**config.mk**
```make
export PLATFORM = sky130hd
export DESIGN_NAME = frame_scan_scheduler
export DESIGN_NICKNAME = d
export VERILOG_FILES = /design/src/rtl/frame_scan_scheduler.sv
export SDC_FILE = /design/constraint.sdc
export NUM_CORES = 1
export LEC_CHECK = 0
export CORE_MARGIN = 3
export CORE_UTILIZATION = 30
export CTS_CLUSTER_DIAMETER = 60
export CTS_CLUSTER_SIZE = 20
export DETAILED_ROUTE_END_ITERATION = 7
export DONT_BUFFER_PORTS = 1
export GPL_ROUTABILITY_DRIVEN = 0
export PLACE_DENSITY = 0.42
export REMOVE_ABC_BUFFERS = 1
export SYNTH_ARGS = -nofsm -noshare
export SYNTH_HDL_FRONTEND = slang
export SYNTH_SLANG_ARGS = --single-unit
```
**constraint.sdc**
```tcl
create_clock -name clk -period 2.9 [get_ports clk]
set_input_delay 0.435 -clock clk [delete_from_list [all_inputs] [get_ports clk]]
set_output_delay 0.435 -clock clk [all_outputs]
set_load 0.01 [all_outputs]
```
**src/rtl/frame_scan_scheduler.sv**
```systemverilog
// Walks the tracker over every grid cell once per frame_start, queues changed
// cells as {x, y, obj_code} and hands them to the display writer over valid/ready.
module frame_scan_scheduler #(
    parameter int GRID_W     = 16,
    parameter int GRID_H     = 12,
    parameter int FIFO_DEPTH = 8
) (
    input  logic       clk,
    input  logic       nrst,
    input  logic       frame_start,
    output logic [3:0] scan_x,
    output logic [3:0] scan_y,
    output logic       tracker_en,
    input  logic       diff,
    input  logic [2:0] obj_code,
    output logic       wr_valid,
    output logic [3:0] wr_x,
    output logic [3:0] wr_y,
    output logic [2:0] wr_code,
    input  logic       wr_ready,
    output logic       busy,
    output logic       frame_done,
    output logic       overrun
);

    localparam int         PW       = $clog2(FIFO_DEPTH);
    localparam logic [3:0] X_LAST   = 4'(GRID_W - 1);
    localparam logic [3:0] Y_LAST   = 4'(GRID_H - 1);
    localparam logic [PW:0] STALL_AT = (PW + 1)'(FIFO_DEPTH - 1);
    localparam logic [PW:0] FULL     = (PW + 1)'(FIFO_DEPTH);

    typedef enum logic [1:0] {IDLE, SCAN, DRAIN} state_t;

    state_t         state_reg, state_next;
    logic [3:0]     scan_x_reg, scan_y_reg;
    logic [3:0]     px_reg, py_reg;
    logic           in_flight_reg;
    logic           frame_done_reg;
    logic           overrun_reg;
    logic [10:0]    mem [FIFO_DEPTH];
    logic [PW-1:0]  rd_ptr_reg, wr_ptr_reg;
    logic [PW:0]    count_reg;

    logic issue, done_now, start_ok, last_cell, stall, fifo_empty, push, pop;

    assign fifo_empty = (count_reg == '0);
    // Keep one slot free so the result already in the tracker pipeline always fits.
    assign stall      = (count_reg >= STALL_AT);
    assign last_cell  = (scan_x_reg == X_LAST) && (scan_y_reg == Y_LAST);
    assign start_ok   = frame_start && !frame_done_reg;
    assign push       = in_flight_reg && diff;
    assign pop        = !fifo_empty && wr_ready;

    always_comb begin
        state_next = state_reg;
        issue      = 1'b0;
        done_now   = 1'b0;
        case (state_reg)
            IDLE: begin
                if (start_ok) state_next = SCAN;
            end
            SCAN: begin
                issue = !stall;
                if (issue && last_cell) state_next = DRAIN;
            end
            DRAIN: begin
                if (!in_flight_reg && fifo_empty) begin
                    state_next = IDLE;
                    done_now   = 1'b1;
                end
            end
            default: state_next = IDLE;
        endcase
    end

    always_ff @(posedge clk or negedge nrst) begin
        if (!nrst) begin
            state_reg      <= IDLE;
            scan_x_reg     <= '0;
            scan_y_reg     <= '0;
            px_reg         <= '0;
            py_reg         <= '0;
            in_flight_reg  <= 1'b0;
            frame_done_reg <= 1'b0;
            overrun_reg    <= 1'b0;
        end else begin
            state_reg      <= state_next;
            in_flight_reg  <= issue;
            px_reg         <= scan_x_reg;
            py_reg         <= scan_y_reg;
            frame_done_reg <= done_now;
            // The done cycle already shows IDLE but still counts as busy for requests.
            if (frame_start && (state_reg != IDLE || frame_done_reg))
                overrun_reg <= 1'b1;
            if (state_reg == IDLE && start_ok) begin
                scan_x_reg <= '0;
                scan_y_reg <= '0;
            end else if (issue) begin
                if (last_cell) begin
                    scan_x_reg <= '0;
                    scan_y_reg <= '0;
                end else if (scan_x_reg == X_LAST) begin
                    scan_x_reg <= '0;
                    scan_y_reg <= scan_y_reg + 4'd1;
                end else begin
                    scan_x_reg <= scan_x_reg + 4'd1;
                end
            end
        end
    end

    always_ff @(posedge clk or negedge nrst) begin
        if (!nrst) begin
            rd_ptr_reg <= '0;
            wr_ptr_reg <= '0;
            count_reg  <= '0;
            for (int i = 0; i < FIFO_DEPTH; i++) mem[i] <= '0;
        end else begin
            if (push) begin
                mem[wr_ptr_reg] <= {px_reg, py_reg, obj_code};
                wr_ptr_reg      <= wr_ptr_reg + PW'(1);
            end
            if (pop) rd_ptr_reg <= rd_ptr_reg + PW'(1);
            case ({push, pop})
                2'b10:   count_reg <= count_reg + (PW + 1)'(1);
                2'b01:   count_reg <= count_reg - (PW + 1)'(1);
                default: count_reg <= count_reg;
            endcase
        end
    end

    assert property (@(posedge clk) disable iff (!nrst) !(push && count_reg == FULL));

    assign scan_x     = scan_x_reg;
    assign scan_y     = scan_y_reg;
    assign tracker_en = issue;
    assign wr_valid   = !fifo_empty;
    assign {wr_x, wr_y, wr_code} = mem[rd_ptr_reg];
    assign busy       = (state_reg != IDLE);
    assign frame_done = frame_done_reg;
    assign overrun    = overrun_reg;

endmodule

```
==> impl_metrics.yaml <==
cells_and_area:
  final_nets: 378
  multiInputGateArea_sq_um: 2290
  largest_register: "mem"
  syn2layout_area_growth_pct: 15.4
  layout-drive-gt1-share_pct: 45.2
  diodes: 0
  fin_util_pct: 35.6
  largest_register_ffs: 88
  n_fill_cell: 1644
  seqCellArea_sq_um: 2980
grt:
  grt_pass1_vias: 3146
  grt_pass1_wl_mm: 18.6
  grt_overflow: 0
  grt_max_degree: 120
  antenna_found_initial: 0
  track_usage_pct: 12.8
synthesis:
  synthFlopType: "dfrtp_1"
  synth.largest_area_cell: "dfrtp_1"
  synth_area_leaders: "dfrtp_1 (56%), mux2_2 (19%), mux4_2 (9.3%), mux2_4 (2.8%), ha_1 (1.6%)"
  synth_cells: 350
  yosysMostFrequentCell: "dfrtp_1"
  yosys_warnings: 0
  synth_top_area_share_pct: 55.6
  ys_seq_area_share_pct: 55.6
  ys_async_sr_fraction_pct: 100
  avgSynthCellArea_sq_um: 15.3
  synth_cell_types: 38
  ys_top_cells_by_count: "dfrtp_1 (119), mux2_2 (92), mux4_2 (22), buf_2 (10), mux2_4 (10)"
  synth-seq-cells: 119
  synth_enable_flop_cells: 0
  synth_area_sq_um: 5350
floorplan:
  die_w_microns: 140
  rows: 48
  coreArea_sq_um: 17400
  initial_core_util_pct: 30.8
  dieArea_sq_um: 19500
  dieHeight_microns: 140
  num_io_pins: 32
setup_path:
  required_ns: 3.19
  reg2reg_from: "count_reg[1]"
  cp_max_fo: 7
  slowest_delay_ns: 0.58
  cp-startpoint: "count_reg[1]"
  endpoint_kind: "flop"
  crit_type: "reg -> reg"
  start_kind: "flop"
  critPathBufInv: 1
  crit_arrival_ns: 2.78
  crit_path_frequent_cell: "xor2_1"
  path_cells: "or4_1 -> nand2_1 -> inv_1 -> ha_1 -> xor2_1 -> ha_1 -> a21oi_1 -> xor2_1 -> nor2_1 -> xor2_1"
  cp_top_family: "simple AND/OR/NAND/NOR gates"
  cp_slowest_cell: "or4_1"
clock_tree:
  cts_num_sinks: 119
  clock_latency_ns: 0.41
  cts_root_buf: "clkbuf_16"
  cts_made_buffers: 17
  cts_max_level: 4
  cts_max_path_buffers: 2
  cts_tree: "done"
  cts_resized: 0
  clkSlewWorstSetupHoldPaths_ns: 0.05
  post_cts_buffers: 0
timing:
  slew_violations: 0
  slew-limit-headroom_pct: 46.5
  hold_viol: 119
  setup_viol: 0
  whs_ns: -0.282
  period_needed_ns: 2.49
  clock.fmax_mhz: 402
  rsz0062_at_grt: "no"
  fin_crit_sh_pct: 85.8
  clock_skew_ns: 0.00920
  tightest_slew_ns: 0.803
  fin_setup_tns_ns: 0
drt:
  drt-pass1-iter-count: 4
  drc: 0
  drtIter0Drc: 145
  wl_per_cell_microns: 19.3
  viasPerCell: 4.84
  routed_wl_mm: 11.5
  vias: 2887
  ant_nets: 0
flow_run:
  cap_viol_max_count: 0
pwr:
  ir_drop_mv: 0.436
  power_mw: 6.90
  p_leak_nw: 2.78
  power_density_nw_per_um2: 1120
place:
  dpl.hpwl_mm: 6.86
  io_buffer_count: 0
status:
  status: "finished, violations left"
  violations: "negative hold slack"
min_path:
  hold_path_class: "in -> async"
[layout by cell type, fill, tap and decap left out, drive strengths merged, types with 7 or more instances in the layout]
cell type	netlist	routed
ha	7	7
nor2	9	9
dfrtp	119	119
nand3	9	9
buf	12	10
nand2	9	9
mux2	102	102
clkbuf	4	23
a21oi	9	9
mux4	22	22
[layout make-up]
class	instances	area share [%]
repair buffers	10	1.42
clock inverters	5	0.810
clock buffers	23	7.74
inverters	4	0.243
well taps	225	4.56
flip-flops and latches	119	48.2
multi-input cells	211	37.0
[per-layer routing]
| metal | vias to the layer above | GRT usage, % | share of wire [%] |
|---|---|---|---|
| li1 | 1321 | - | - |
| met1 | 1510 | 17.4 | 48 |
| met2 | 47 | 19.3 | 46 |
| met3 | 9 | 4.23 | 4.4 |
| met4 | 0 | 4.90 | 1.1 |
| met5 | - | 0 | 0 |
[per-stage QoR]
| stage | setup slack [ns] | std cells | cell area, sq um |
|---|---|---|---|
| after CTS | 0.403 | 597 | 6180 |
| final | 0.411 | 597 | 6180 |
| after floorplan | 0.421 | 334 | 5260 |
| after detailed placement | 0.420 | 569 | 5650 |
| after global placement | 0.436 | 569 | 5650 |
| after global routing | 0.207 | 597 | 6180 |
[power breakdown]
part / internal, mW / total, mW / switching (mW)
logic: 1.26 / 2.08 / 0.816
registers: 2.35 / 2.92 / 0.576
clock network: 1.22 / 1.89 / 0.677
[worst paths after layout]
check / to / slack, ns / cells after the start
hold / removal: mem[33] / -0.28 / 0
setup / recovery: count_reg[2] / 0.41 / 10
min in group clk: mem[77] / 0.17 / 1
setup reg to reg: count_reg[2] / 0.41 / 10
hold reg to reg: mem[73] / 0.50 / 1
max in group asynchronous: mem[14] / 2.98 / 0
[cell families after synthesis]
group | count (synthesis) | synth area share, %
mux | 125 | 31.6
fa+ha+maj | 7 | 1.64
compound gates | 18 | 2.31
simple gates | 51 | 5.24
flops | 119 | 55.6
buf+inv | 20 | 1.94
xor+xnor | 10 | 1.64
(Power assumes the default switching activity.)
